[src/rtl/cmd_stream_dispatcher_if.sv]
// AXI4-Stream style handshake bundle shared by the dispatcher's command
// input and its three payload outputs.
interface cmd_stream_dispatcher_if #(
  parameter int WIDTH = 32
) ();
  logic             tvalid;
  logic             tready;
  logic             tlast;
  logic [WIDTH-1:0] tdata;

  modport master (output tvalid, output tlast, output tdata, input tready);
  modport slave  (input tvalid, input tlast, input tdata, output tready);
endinterface

[src/rtl/cmd_stream_dispatcher.sv]
// Command stream dispatcher: decodes 32-bit headers from the command bus and
// routes payload to the triangle, texture (width down-converted) and fog LUT
// streams, writes the config register file and runs the framebuffer apply
// handshake. Illegal opcodes and out-of-range register indices raise a
// sticky error flag.
module cmd_stream_dispatcher #(
  parameter int CMD_STREAM_WIDTH     = 32,
  parameter int TEXTURE_STREAM_WIDTH = 16,
  parameter int CONFIG_REG_COUNT     = 8,
  parameter int CONFIG_REG_WIDTH     = 32,
  parameter int FOG_LUT_BEATS        = 33
) (
  input  logic aclk,
  input  logic resetn,
  cmd_stream_dispatcher_if.slave  s_cmd_axis,
  cmd_stream_dispatcher_if.master m_tri_axis,
  cmd_stream_dispatcher_if.master m_tex_axis,
  cmd_stream_dispatcher_if.master m_fog_axis,
  output logic [7:0] confTextureSizeX,
  output logic [7:0] confTextureSizeY,
  output logic       confTextureClampS,
  output logic       confTextureClampT,
  output logic [CONFIG_REG_COUNT*CONFIG_REG_WIDTH-1:0] confRegs,
  input  logic       rasterizerRunning,
  input  logic       pixelInPipeline,
  output logic       startRendering,
  output logic       fbApplyColor,
  output logic       fbApplyDepth,
  output logic       fbCmdCommit,
  output logic       fbCmdMemset,
  input  logic       fbApplied,
  output logic       errorFlag,
  input  logic       errorClear,
  output logic [3:0] dbgState
);
  localparam int RATIO      = CMD_STREAM_WIDTH / TEXTURE_STREAM_WIDTH;
  localparam int BYTE_SHIFT = $clog2(CMD_STREAM_WIDTH / 8);
  localparam int LANE_W     = $clog2(RATIO) + 1;

  localparam logic [3:0] OP_NOP = 4'd0, OP_TRI = 4'd1, OP_TEX = 4'd2,
                         OP_CFG = 4'd3, OP_FB  = 4'd4, OP_FOG = 4'd5;

  typedef enum logic [3:0] {
    IDLE_WAIT = 4'd0, CMD = 4'd1, TRI = 4'd2, TEX = 4'd3,
    FOG = 4'd4, CFG = 4'd5, FB_WAIT = 4'd6
  } state_t;

  state_t      state_reg;
  logic [31:0] beat_cnt_reg;
  logic [7:0]  cfg_idx_reg;
  logic        fb_phase_reg;
  logic        start_reg, err_reg;
  logic        apply_color_reg, apply_depth_reg, commit_reg, memset_reg;
  logic [7:0]  size_x_reg, size_y_reg;
  logic        clamp_s_reg, clamp_t_reg;

  logic                        tri_valid_reg, tri_last_reg;
  logic [CMD_STREAM_WIDTH-1:0] tri_data_reg;
  logic                        fog_valid_reg, fog_last_reg;
  logic [CMD_STREAM_WIDTH-1:0] fog_data_reg;
  logic [CMD_STREAM_WIDTH-1:0] tex_buf_reg;
  logic [LANE_W-1:0]           tex_lanes_reg;
  logic                        tex_final_reg;

  logic [CONFIG_REG_WIDTH-1:0] conf_regs [CONFIG_REG_COUNT];

  logic [3:0]  op;
  logic [27:0] imm;
  logic [4:0]  tex_s;
  logic [31:0] tri_beats, tex_beats;
  logic        tex_valid, tri_fire, fog_fire, tex_fire;
  logic        s_ready, s_fire, last_in, cfg_in_range, err_set;
  logic        unused_ok;

  assign op    = s_cmd_axis.tdata[31:28];
  assign imm   = s_cmd_axis.tdata[27:0];
  assign tex_s = imm[22:18];
  assign tri_beats = 32'(imm[15:0] >> BYTE_SHIFT);
  // Texture payload is at least one bus beat even for sub-beat textures.
  assign tex_beats = (tex_s <= 5'(BYTE_SHIFT)) ? 32'd1 : (32'd1 << (tex_s - 5'(BYTE_SHIFT)));

  assign tex_valid = (tex_lanes_reg != '0);
  assign tri_fire  = tri_valid_reg && m_tri_axis.tready;
  assign fog_fire  = fog_valid_reg && m_fog_axis.tready;
  assign tex_fire  = tex_valid && m_tex_axis.tready;
  assign last_in   = (beat_cnt_reg == 32'd1);
  assign cfg_in_range = ({24'd0, cfg_idx_reg} < 32'(CONFIG_REG_COUNT));

  // Input ready per state; texture path only takes a beat once the last lane is leaving.
  always_comb begin
    s_ready = 1'b0;
    case (state_reg)
      CMD, CFG: s_ready = 1'b1;
      TRI:      s_ready = !tri_valid_reg || m_tri_axis.tready;
      FOG:      s_ready = !fog_valid_reg || m_fog_axis.tready;
      TEX:      s_ready = !tex_valid || (m_tex_axis.tready && tex_lanes_reg == LANE_W'(1));
      default:  s_ready = 1'b0;
    endcase
  end

  assign s_fire  = s_cmd_axis.tvalid && s_ready;
  assign err_set = s_fire && (((state_reg == CMD) && (op > OP_FOG)) ||
                              ((state_reg == CFG) && !cfg_in_range));

  // Main control FSM: header decode, payload beat counting, framebuffer handshake.
  always_ff @(posedge aclk or negedge resetn) begin
    if (!resetn) begin
      state_reg <= IDLE_WAIT;
      beat_cnt_reg <= '0;
      cfg_idx_reg <= '0;
      fb_phase_reg <= 1'b0;
      apply_color_reg <= 1'b0;
      apply_depth_reg <= 1'b0;
      commit_reg <= 1'b0;
      memset_reg <= 1'b0;
      size_x_reg <= '0;
      size_y_reg <= '0;
      clamp_s_reg <= 1'b0;
      clamp_t_reg <= 1'b0;
    end else begin
      case (state_reg)
        IDLE_WAIT: begin
          if (!tri_valid_reg && !tex_valid && !fog_valid_reg && !apply_color_reg &&
              !apply_depth_reg && fbApplied && !rasterizerRunning && !pixelInPipeline &&
              !start_reg)
            state_reg <= CMD;
        end
        CMD: begin
          if (s_fire) begin
            case (op)
              OP_TRI: begin
                beat_cnt_reg <= tri_beats;
                state_reg <= (tri_beats == 32'd0) ? IDLE_WAIT : TRI;
              end
              OP_TEX: begin
                size_x_reg <= imm[7:0];
                size_y_reg <= imm[15:8];
                clamp_s_reg <= imm[16];
                clamp_t_reg <= imm[17];
                beat_cnt_reg <= tex_beats;
                state_reg <= (tex_s == 5'd0) ? IDLE_WAIT : TEX;
              end
              OP_CFG: begin
                cfg_idx_reg <= imm[7:0];
                state_reg <= CFG;
              end
              OP_FB: begin
                commit_reg <= imm[0];
                memset_reg <= imm[1];
                apply_color_reg <= imm[2];
                apply_depth_reg <= imm[3];
                fb_phase_reg <= 1'b0;
                state_reg <= (imm[2] || imm[3]) ? FB_WAIT : IDLE_WAIT;
              end
              OP_FOG: begin
                beat_cnt_reg <= 32'(FOG_LUT_BEATS);
                state_reg <= (FOG_LUT_BEATS == 0) ? IDLE_WAIT : FOG;
              end
              default: state_reg <= IDLE_WAIT;  // NOP and illegal opcodes
            endcase
          end
        end
        TRI, TEX, FOG: begin
          if (s_fire) begin
            beat_cnt_reg <= beat_cnt_reg - 32'd1;
            if (last_in)
              state_reg <= IDLE_WAIT;
          end
        end
        CFG: begin
          if (s_fire)
            state_reg <= IDLE_WAIT;
        end
        FB_WAIT: begin
          // Apply is held until the framebuffer acknowledges by dropping fbApplied,
          // then we wait for it to report completion.
          if (!fb_phase_reg) begin
            if (!fbApplied) begin
              apply_color_reg <= 1'b0;
              apply_depth_reg <= 1'b0;
              fb_phase_reg <= 1'b1;
            end
          end else if (fbApplied) begin
            state_reg <= IDLE_WAIT;
          end
        end
        default: state_reg <= IDLE_WAIT;
      endcase
    end
  end

  // Triangle output register: capture on accepted input beat, release on downstream handshake.
  always_ff @(posedge aclk or negedge resetn) begin
    if (!resetn) begin
      tri_valid_reg <= 1'b0;
      tri_last_reg <= 1'b0;
      tri_data_reg <= '0;
    end else if (state_reg == TRI && s_fire) begin
      tri_valid_reg <= 1'b1;
      tri_last_reg <= last_in;
      tri_data_reg <= s_cmd_axis.tdata;
    end else if (tri_fire) begin
      tri_valid_reg <= 1'b0;
      tri_last_reg <= 1'b0;
    end
  end

  // Fog LUT output register, same forwarding scheme as the triangle path.
  always_ff @(posedge aclk or negedge resetn) begin
    if (!resetn) begin
      fog_valid_reg <= 1'b0;
      fog_last_reg <= 1'b0;
      fog_data_reg <= '0;
    end else if (state_reg == FOG && s_fire) begin
      fog_valid_reg <= 1'b1;
      fog_last_reg <= last_in;
      fog_data_reg <= s_cmd_axis.tdata;
    end else if (fog_fire) begin
      fog_valid_reg <= 1'b0;
      fog_last_reg <= 1'b0;
    end
  end

  // Texture down-converter: hold one bus beat and shift out LSB lanes first.
  always_ff @(posedge aclk or negedge resetn) begin
    if (!resetn) begin
      tex_buf_reg <= '0;
      tex_lanes_reg <= '0;
      tex_final_reg <= 1'b0;
    end else if (state_reg == TEX && s_fire) begin
      tex_buf_reg <= s_cmd_axis.tdata;
      tex_lanes_reg <= LANE_W'(RATIO);
      tex_final_reg <= last_in;
    end else if (tex_fire) begin
      tex_buf_reg <= tex_buf_reg >> TEXTURE_STREAM_WIDTH;
      tex_lanes_reg <= tex_lanes_reg - LANE_W'(1);
      if (tex_lanes_reg == LANE_W'(1))
        tex_final_reg <= 1'b0;
    end
  end

  // Config register file write from the single CFG payload beat.
  always_ff @(posedge aclk or negedge resetn) begin
    if (!resetn) begin
      for (int i = 0; i < CONFIG_REG_COUNT; i++)
        conf_regs[i] <= '0;
    end else if (state_reg == CFG && s_fire) begin
      for (int i = 0; i < CONFIG_REG_COUNT; i++)
        if (cfg_idx_reg == 8'(i))
          conf_regs[i] <= s_cmd_axis.tdata[CONFIG_REG_WIDTH-1:0];
    end
  end

  // Sticky error flag (set beats clear) and start-rendering level.
  always_ff @(posedge aclk or negedge resetn) begin
    if (!resetn) begin
      err_reg <= 1'b0;
      start_reg <= 1'b0;
    end else begin
      if (err_set)
        err_reg <= 1'b1;
      else if (errorClear)
        err_reg <= 1'b0;
      if (tri_fire && tri_last_reg)
        start_reg <= 1'b1;
      else if (rasterizerRunning)
        start_reg <= 1'b0;
    end
  end

  for (genvar gi = 0; gi < CONFIG_REG_COUNT; gi++) begin : g_conf
    assign confRegs[gi*CONFIG_REG_WIDTH +: CONFIG_REG_WIDTH] = conf_regs[gi];
  end

  assign s_cmd_axis.tready = s_ready;
  assign m_tri_axis.tvalid = tri_valid_reg;
  assign m_tri_axis.tlast  = tri_last_reg;
  assign m_tri_axis.tdata  = tri_data_reg;
  assign m_fog_axis.tvalid = fog_valid_reg;
  assign m_fog_axis.tlast  = fog_last_reg;
  assign m_fog_axis.tdata  = fog_data_reg;
  assign m_tex_axis.tvalid = tex_valid;
  assign m_tex_axis.tlast  = tex_final_reg && (tex_lanes_reg == LANE_W'(1));
  assign m_tex_axis.tdata  = tex_buf_reg[TEXTURE_STREAM_WIDTH-1:0];

  assign confTextureSizeX  = size_x_reg;
  assign confTextureSizeY  = size_y_reg;
  assign confTextureClampS = clamp_s_reg;
  assign confTextureClampT = clamp_t_reg;
  assign startRendering    = start_reg;
  assign fbApplyColor      = apply_color_reg;
  assign fbApplyDepth      = apply_depth_reg;
  assign fbCmdCommit       = commit_reg;
  assign fbCmdMemset       = memset_reg;
  assign errorFlag         = err_reg;
  assign dbgState          = state_reg;

  // Command tlast and header bits outside the decoded fields carry no meaning here.
  assign unused_ok = &{1'b0, s_cmd_axis.tlast, s_cmd_axis.tdata, imm};
endmodule

[src/flat_wrapper.sv]
// flat-port wrapper written by rule: the top's interface ports become plain ports
module cmd_stream_dispatcher_flat 
#(
  parameter int CMD_STREAM_WIDTH     = 32,
  parameter int TEXTURE_STREAM_WIDTH = 16,
  parameter int CONFIG_REG_COUNT     = 8,
  parameter int CONFIG_REG_WIDTH     = 32,
  parameter int FOG_LUT_BEATS        = 33
)
  (aclk, resetn, confTextureSizeX, confTextureSizeY, confTextureClampS, confTextureClampT, confRegs, rasterizerRunning, pixelInPipeline, startRendering, fbApplyColor, fbApplyDepth, fbCmdCommit, fbCmdMemset, fbApplied, errorFlag, errorClear, dbgState, s_cmd_axis_tvalid, s_cmd_axis_tlast, s_cmd_axis_tdata, s_cmd_axis_tready, m_tri_axis_tvalid, m_tri_axis_tlast, m_tri_axis_tdata, m_tri_axis_tready, m_tex_axis_tvalid, m_tex_axis_tlast, m_tex_axis_tdata, m_tex_axis_tready, m_fog_axis_tvalid, m_fog_axis_tlast, m_fog_axis_tdata, m_fog_axis_tready);
  cmd_stream_dispatcher_if #(.WIDTH(32)) s_cmd_axis_i ();
  cmd_stream_dispatcher_if #(.WIDTH(32)) m_tri_axis_i ();
  cmd_stream_dispatcher_if #(.WIDTH(16)) m_tex_axis_i ();
  cmd_stream_dispatcher_if #(.WIDTH(32)) m_fog_axis_i ();
  input  logic aclk;
  input  logic resetn;
  output logic [7:0] confTextureSizeX;
  output logic [7:0] confTextureSizeY;
  output logic confTextureClampS;
  output logic confTextureClampT;
  output logic [CONFIG_REG_COUNT*CONFIG_REG_WIDTH-1:0] confRegs;
  input  logic rasterizerRunning;
  input  logic pixelInPipeline;
  output logic startRendering;
  output logic fbApplyColor;
  output logic fbApplyDepth;
  output logic fbCmdCommit;
  output logic fbCmdMemset;
  input  logic fbApplied;
  output logic errorFlag;
  input  logic errorClear;
  output logic [3:0] dbgState;
  input wire logic [$bits(s_cmd_axis_i.tvalid)-1:0] s_cmd_axis_tvalid;
  input wire logic [$bits(s_cmd_axis_i.tlast)-1:0] s_cmd_axis_tlast;
  input wire logic [$bits(s_cmd_axis_i.tdata)-1:0] s_cmd_axis_tdata;
  output wire logic [$bits(s_cmd_axis_i.tready)-1:0] s_cmd_axis_tready;
  output wire logic [$bits(m_tri_axis_i.tvalid)-1:0] m_tri_axis_tvalid;
  output wire logic [$bits(m_tri_axis_i.tlast)-1:0] m_tri_axis_tlast;
  output wire logic [$bits(m_tri_axis_i.tdata)-1:0] m_tri_axis_tdata;
  input wire logic [$bits(m_tri_axis_i.tready)-1:0] m_tri_axis_tready;
  output wire logic [$bits(m_tex_axis_i.tvalid)-1:0] m_tex_axis_tvalid;
  output wire logic [$bits(m_tex_axis_i.tlast)-1:0] m_tex_axis_tlast;
  output wire logic [$bits(m_tex_axis_i.tdata)-1:0] m_tex_axis_tdata;
  input wire logic [$bits(m_tex_axis_i.tready)-1:0] m_tex_axis_tready;
  output wire logic [$bits(m_fog_axis_i.tvalid)-1:0] m_fog_axis_tvalid;
  output wire logic [$bits(m_fog_axis_i.tlast)-1:0] m_fog_axis_tlast;
  output wire logic [$bits(m_fog_axis_i.tdata)-1:0] m_fog_axis_tdata;
  input wire logic [$bits(m_fog_axis_i.tready)-1:0] m_fog_axis_tready;
  assign s_cmd_axis_i.tvalid = s_cmd_axis_tvalid;
  assign s_cmd_axis_i.tlast = s_cmd_axis_tlast;
  assign s_cmd_axis_i.tdata = s_cmd_axis_tdata;
  assign s_cmd_axis_tready = s_cmd_axis_i.tready;
  assign m_tri_axis_tvalid = m_tri_axis_i.tvalid;
  assign m_tri_axis_tlast = m_tri_axis_i.tlast;
  assign m_tri_axis_tdata = m_tri_axis_i.tdata;
  assign m_tri_axis_i.tready = m_tri_axis_tready;
  assign m_tex_axis_tvalid = m_tex_axis_i.tvalid;
  assign m_tex_axis_tlast = m_tex_axis_i.tlast;
  assign m_tex_axis_tdata = m_tex_axis_i.tdata;
  assign m_tex_axis_i.tready = m_tex_axis_tready;
  assign m_fog_axis_tvalid = m_fog_axis_i.tvalid;
  assign m_fog_axis_tlast = m_fog_axis_i.tlast;
  assign m_fog_axis_tdata = m_fog_axis_i.tdata;
  assign m_fog_axis_i.tready = m_fog_axis_tready;
  cmd_stream_dispatcher #(.CMD_STREAM_WIDTH(CMD_STREAM_WIDTH), .TEXTURE_STREAM_WIDTH(TEXTURE_STREAM_WIDTH), .CONFIG_REG_COUNT(CONFIG_REG_COUNT), .CONFIG_REG_WIDTH(CONFIG_REG_WIDTH), .FOG_LUT_BEATS(FOG_LUT_BEATS)) u_core (.aclk(aclk), .resetn(resetn), .s_cmd_axis(s_cmd_axis_i), .m_tri_axis(m_tri_axis_i), .m_tex_axis(m_tex_axis_i), .m_fog_axis(m_fog_axis_i), .confTextureSizeX(confTextureSizeX), .confTextureSizeY(confTextureSizeY), .confTextureClampS(confTextureClampS), .confTextureClampT(confTextureClampT), .confRegs(confRegs), .rasterizerRunning(rasterizerRunning), .pixelInPipeline(pixelInPipeline), .startRendering(startRendering), .fbApplyColor(fbApplyColor), .fbApplyDepth(fbApplyDepth), .fbCmdCommit(fbCmdCommit), .fbCmdMemset(fbCmdMemset), .fbApplied(fbApplied), .errorFlag(errorFlag), .errorClear(errorClear), .dbgState(dbgState));
endmodule
[config.mk]
export PLATFORM = sky130hd
export DESIGN_NAME = cmd_stream_dispatcher_flat
export DESIGN_NICKNAME = d
export VERILOG_FILES = /design/src/rtl/cmd_stream_dispatcher_if.sv /design/src/rtl/cmd_stream_dispatcher.sv /design/src/flat_wrapper.sv
export SDC_FILE = /design/constraint.sdc
export NUM_CORES = 1
export LEC_CHECK = 0
export CORE_MARGIN = 4
export CORE_UTILIZATION = 50
export CTS_BUF_LIST = sky130_fd_sc_hd__clkbuf_4 sky130_fd_sc_hd__clkbuf_8
export DETAILED_ROUTE_END_ITERATION = 7
export PLACE_DENSITY = 0.8
export SLEW_MARGIN = 20
export SYNTH_ARGS = -nofsm -noshare
export SYNTH_HDL_FRONTEND = slang
export SYNTH_SLANG_ARGS = --single-unit
[constraint.sdc]
create_clock -name aclk -period 3.39 [get_ports aclk]
set_input_delay 0.5085 -clock aclk [delete_from_list [all_inputs] [get_ports aclk]]
set_output_delay 0.5085 -clock aclk [all_outputs]
set_load 0.01 [all_outputs]
==> run metrics, run 1 <==
Total Routing Usage GR=0.292; Gate power share=0.094; post_cts resized=0; max-slew violations=0; unrepaired setup endpoints after global routing=false; TritonRoute pass-1 iters=6; kind of critical path=reg -> out; critical-path maximum fanout=15; mux contribution to synthesized area=0.209; Clk pwr share=0.427; Reg-to-Reg Start=u_core.dbgState[1]; switching pwr=2.85 mW; commonest non-fill, non-tap cells in the layout=dfrtp_1 (427), clkdlybuf4s50_1 (410), mux2_2 (313); Die H=197 um; initial antenna violation count=3; fin crit share=0.873; clock sinks=427; area of the die=38700 um2; GPL Wtd Cong=0.951; core footprint=34800 um2; cell family with most CP delay=buffers and inverters; worst skew pair latency=620 ps; PwrDens=465 nW/um2; CTS Buf Count=70; number of synthesis warnings=0; asr flop ratio synth=1.00; critical path arrival=2450 ps; share of cells above drive strength 1=0.287; DP Wirelength=38.2 mm; Worst-Margin Slew=925 ps; Most used DFF post-synth=dfrtp_1; post-synthesis cell type count=67; Total Wirelength=57.2 mm; total of max-cap violations=0; Achievable Freq=338 MHz; H-tree depth=3; Top Ports=414; DR iter-0 viols=933; Sw Ratio=0.253; R2R depth=8; Hold Fails Final Rpt=0; relative slew slack=0.381; Critical Path RT=2880 ps; CP max stage delay=660 ps; Total Power=11.2 mW; post-synth top area cell=dfrtp_1; RR Endpoint=u_core.beat_cnt_reg[25]; worst-case clock buffer depth=3; vias in the first global route=13900; Simple-Gate Fraction of Synth Area=0.0801; chip width=197 um; clock root cell=clkbuf_8; synthesized area per cell=12.7 um2; Final #Nets=1879; setup_tns=0 ps; Hold/Removal Path Class=in -> async; largest net degree at the start of global routing=90; clk slew on worst S/H paths=70 ps; minimum clock period after layout=2960 ps; Worst Path Buf+Inv=2; crit end category=primary output; sequential share of the synthesized area=0.600; first-pass GRT wire length=86.1 mm; Buffers on Ports=411; max reg flops=256; R2R setup slack=500 ps; Synth Cell Area=17800 um2; Critical Path Start Type=register; Clock Skew=27.3 ps; P_int=8.39 mW; final setup vio count=0; CTS tree=yes; worst slack at placement=422 ps; outcome=finished clean; Max IR drop VDD=0.318 mV; commonest non-fill, non-tap cell in the layout=dfrtp_1; Placement Rows=68; register share of total power=0.479; slack of the critical path=430 ps; worst path cell trace=inv_1, o31ai_1, nand2_1, clkdlybuf4s50_1; synth top area cells=dfrtp_1 (60%), mux2_2 (20%), o21ai_0 (3.2%); Vias=13300; total gr overflow=0; hold_buf cts=1; per-cell routed wire length=24.4 um; cells after synthesis=1396; Post-CTS Setup Repair Bufs=0; Yosys reg bits=427; Post-synth EDFFs=0; number of filler cells placed in the layout=2410; Critical-path top delay cell=dfrtp_1; P&R area growth vs syn=35.9%; compound-gate portion of the synthesized area=0.0712; Routed Antenna Nets=0; Yosys top cell area share=0.600; initial core utilization=0.511; static leakage=11.3 nW; Adder-Cell Fraction of Synth Area=0.00352; Post-route DRC=0; Syn Nets=1444; XOR/XNOR share of the synthesized area=0.00197; largest family of logic cells by synthesized area=multiplexers; Avg Vias per Cell=5.67
==> how the worst max path moves through the flow <==
stage	endpoint	start	cells after the start	slack, ps
after detailed placement	u_core.beat_cnt_reg[6]	m_tri_axis_tready	8	420
after CTS	s_cmd_axis_tready	u_core.dbgState[2]	5	430
after global routing	s_cmd_axis_tready	u_core.dbgState[1]	4	330
after floorplan	u_core.beat_cnt_reg[21]	s_cmd_axis_tdata[19]	8	790
after global placement	u_core.beat_cnt_reg[21]	s_cmd_axis_tdata[19]	9	480
final	s_cmd_axis_tready	u_core.dbgState[1]	4	430
==> logic make-up (layout without fill, tap and decap cells) <==
group,Yosys count,in the layout
AOI/OAI and AO/OA,207,207
xor gates and xnor gates,4,4
adders and majority gates,5,5
buffers and inverters,137,625
DFF,427,427
muxes,333,333
other,1,2
and+or+nand+nor,282,282
==> area by class of cell <==
cell class / count / area, um2 / share of cell area
Sequential cell: 427 / 10700 / 0.442
Multi-Input combinational cell: 832 / 6570 / 0.272
Timing Repair Buffer: 481 / 4750 / 0.196
Clock buffer: 113 / 1450 / 0.0599
Tap cell: 455 / 569 / 0.0235
Clock inverter: 12 / 85.1 / 0.00352
Inverter: 19 / 71.3 / 0.00295
Antenna cell: 1 / 2.50 / 0.000104
==> power groups by stage <==
stage / clock network [mW] / logic, mW / registers [mW]
2_1_floorplan: 0 / 0.471 / 5.47
3_3_place_gp: 0 / 1.03 / 5.46
3_5_place_dp: 0 / 1.05 / 5.46
4_1_cts: 4.91 / 1.06 / 5.38
5_1_grt: 5.14 / 1.14 / 5.40
6_report: 4.80 / 1.05 / 5.38
==> metal layers <==
metal  vias to the layer above  part of all wire  global-route usage
li1                       5822                 -                   -
met1                      6726              0.39               0.370
met2                       596              0.47               0.465
met3                       121             0.097              0.0956
met4                         0             0.039               0.126
met5                         -                 0                   0
==> through the flow <==
step                      utilization  hold WS (ps)  std cells  cell area (um2)
after floorplan                     -           213       1396            17800
after global placement          0.650           464       2213            22600
after detailed placement        0.650           474       2213            22600
after CTS                       0.695           446       2339            24200
after global routing            0.695           507       2339            24200
final                           0.695           469       2340            24200
==> cells in the mapped netlist (3+ instances only) <==
library cell  count
a21o_1            3
a211oi_1          3
nor4_1           11
xnor2_1           4
a22o_1            5
nor3_1           23
a21oi_1          19
buf_4            17
mux2i_1          18
or4_4             4
o211ai_1          3
nand2b_1          5
clkbuf_1         89
nand3_1          29
mux2_2          313
o31a_1            3
nor2b_1          10
buf_2            10
nor2_1           43
o31ai_1           3
nand4_1           5
nand3b_1          3
dfrtp_1         427
or2_2             3
o2bb2ai_1         5
a221oi_1          7
a22oi_1           5
inv_1            19
nor3b_1           9
o22ai_1           3
a31oi_1          11
and2_1            3
nand2_1         112
and3_1            4
o21ai_0         113
a32oi_1           5
ha_1              5
Power figures use the tool's default switching activity.
==> inputs of run 2 (changes only) <==
--- a/config.mk
+++ b/config.mk
@@ -5,11 +5,11 @@
 export SDC_FILE = /design/constraint.sdc
 export NUM_CORES = 1
 export LEC_CHECK = 0
-export CORE_MARGIN = 4
+export CORE_MARGIN = 2
 export CORE_UTILIZATION = 50
 export CTS_BUF_LIST = sky130_fd_sc_hd__clkbuf_4 sky130_fd_sc_hd__clkbuf_8
 export DETAILED_ROUTE_END_ITERATION = 7
-export PLACE_DENSITY = 0.8
+export PLACE_DENSITY = 0.82
 export SLEW_MARGIN = 20
 export SYNTH_ARGS = -nofsm -noshare
 export SYNTH_HDL_FRONTEND = slang
==> run 2 against run 1 <==
Combinational power is essentially flat. Critical path depth did not move. Count of clock-buffer cells in the layout decreased by 3. Hold slack improved by 16 ps. First-iteration DRC count decreased by 4.3%. Register-to-register slack improved by 150 ps. Maximum frequency fell by 5.6%. Critical endpoint unchanged. Largest cell class unchanged. Largest power group unchanged. Highest routed layer unchanged.
==> run metrics, run 2 (synthesis results as in run 1) <==
outcome=finished clean; share of cells above drive strength 1=0.285; final setup vio count=0; per-cell routed wire length=23.7 um; Total Wirelength=55.5 mm; clock root cell=clkbuf_8; area of the die=37100 um2; Total Power=11.2 mW; largest net degree at the start of global routing=82; Critical Path RT=2880 ps; number of filler cells placed in the layout=2555; CTS tree=yes; DR iter-0 viols=893; static leakage=11.3 nW; max reg flops=256; total of max-cap violations=0; vias in the first global route=13700; worst skew pair latency=630 ps; Top Ports=414; Placement Rows=69; relative slew slack=0.357; Die H=193 um; CTS Buf Count=70; placed cell count=2220; max-slew violations=0; Final #Nets=1880; core footprint=35300 um2; post_cts resized=0; H-tree depth=3; minimum clock period after layout=3140 ps; Avg Vias per Cell=5.66; total gr overflow=0; hold_buf cts=1; Total Routing Usage GR=0.300; Clock Skew=35.4 ps; clock sinks=427; Achievable Freq=319 MHz; first-pass GRT wire length=82.5 mm; fin crit share=0.925; Finished Cell Area=24200 um2; Final Core Density=0.685; DP Wirelength=37.2 mm; PwrDens=465 nW/um2; commonest non-fill, non-tap cell in the layout=dfrtp_1; Hold Fails Final Rpt=0; initial antenna violation count=0; commonest non-fill, non-tap cells in the layout=dfrtp_1 (427), clkdlybuf4s50_1 (410), mux2_2 (313); critical-path maximum fanout=15; placed cell areas=22600 um2; TritonRoute pass-1 iters=5; Max IR drop VDD=0.528 mV; Routed Antenna Nets=0; GPL Wtd Cong=0.940; Layout Cells excl Fill=2344; kind of critical path=reg -> out; critical path arrival=2630 ps; chip width=193 um; Critical Path Start Type=register; unrepaired setup endpoints after global routing=false; Post-route DRC=0; setup_tns=0 ps; initial core utilization=0.504; Post-CTS Setup Repair Bufs=0; P&R area growth vs syn=35.9%; clk slew on worst S/H paths=60 ps; Hold/Removal Path Class=reg -> reg; Vias=13300; crit end category=primary output; Buffers on Ports=411; worst-case clock buffer depth=3; Worst-Margin Slew=961 ps
## run 2: layout make-up
type | count | area [um2] | area share
sequential | 427 | 10700 | 0.442
multi-input combinational | 832 | 6570 | 0.272
timing repair buffer | 482 | 4750 | 0.197
clock buffer | 110 | 1400 | 0.0580
tap | 461 | 577 | 0.0239
clock inverter | 12 | 119 | 0.00492
inverter | 19 | 71.3 | 0.00295
antenna | 1 | 2.50 | 0.000104
## run 2: critical path, cell delays in order, from the launching register on
cell	delay, ps
dfrtp_1	600
nor3b_1	500
a32oi_1	160
nand2_1	160
clkdlybuf4s50_1	580
## run 2: power by group
| group | leakage (nW) | internal, mW | switching [mW] |
|---|---|---|---|
| combinational | 4.63 | 0.421 | 0.631 |
| clock | 0.805 | 2.78 | 2.04 |
| sequential | 5.81 | 5.24 | 0.142 |
## run 2: through the flow
| stage | worst slack (ps) | hold slack, ps |
|---|---|---|
| detailed placement | 495 | 472 |
| floorplan | 795 | 213 |
| global placement | 509 | 463 |
| CTS | 237 | 477 |
| global route | 142 | 513 |
| finish | 255 | 485 |
## run 2: worst paths after layout
check / startpoint / cells after the start / to / slack (ps)
worst max register to register: u_core.beat_cnt_reg[9] / 6 / u_core.dbgState[0] / 650
min in group asynchronous: resetn / 2 / u_core.confRegs[102] / 490
worst min-delay path: u_core.m_tri_axis.tdata[19] / 2 / u_core.m_tri_axis.tdata[19] / 480
worst max-delay path: u_core.dbgState[2] / 4 / s_cmd_axis_tready / 250
worst min register to register: u_core.m_tri_axis.tdata[19] / 2 / u_core.m_tri_axis.tdata[19] / 480
max in group asynchronous: resetn / 3 / u_core.confRegs[120] / 1930
## run 2: metal layers
metal | vias to the layer above | track usage | part of all wire
li1 | 5823 | - | -
met2 | 537 | 0.480 | 0.47
met1 | 6795 | 0.378 | 0.41
met5 | - | 0 | 0
met4 | 0 | 0.135 | 0.038
met3 | 118 | 0.0869 | 0.084
==> inputs of run 3 (changes only) <==
--- a/config.mk
+++ b/config.mk
@@ -8,6 +8,7 @@
 export CORE_MARGIN = 2
 export CORE_UTILIZATION = 50
 export CTS_BUF_LIST = sky130_fd_sc_hd__clkbuf_4 sky130_fd_sc_hd__clkbuf_8
+export CTS_CLUSTER_DIAMETER = 60
 export DETAILED_ROUTE_END_ITERATION = 7
 export PLACE_DENSITY = 0.82
 export SLEW_MARGIN = 20
==> results of run 3 <==
Final layout, timing and power as in run 2 (identical DEF).
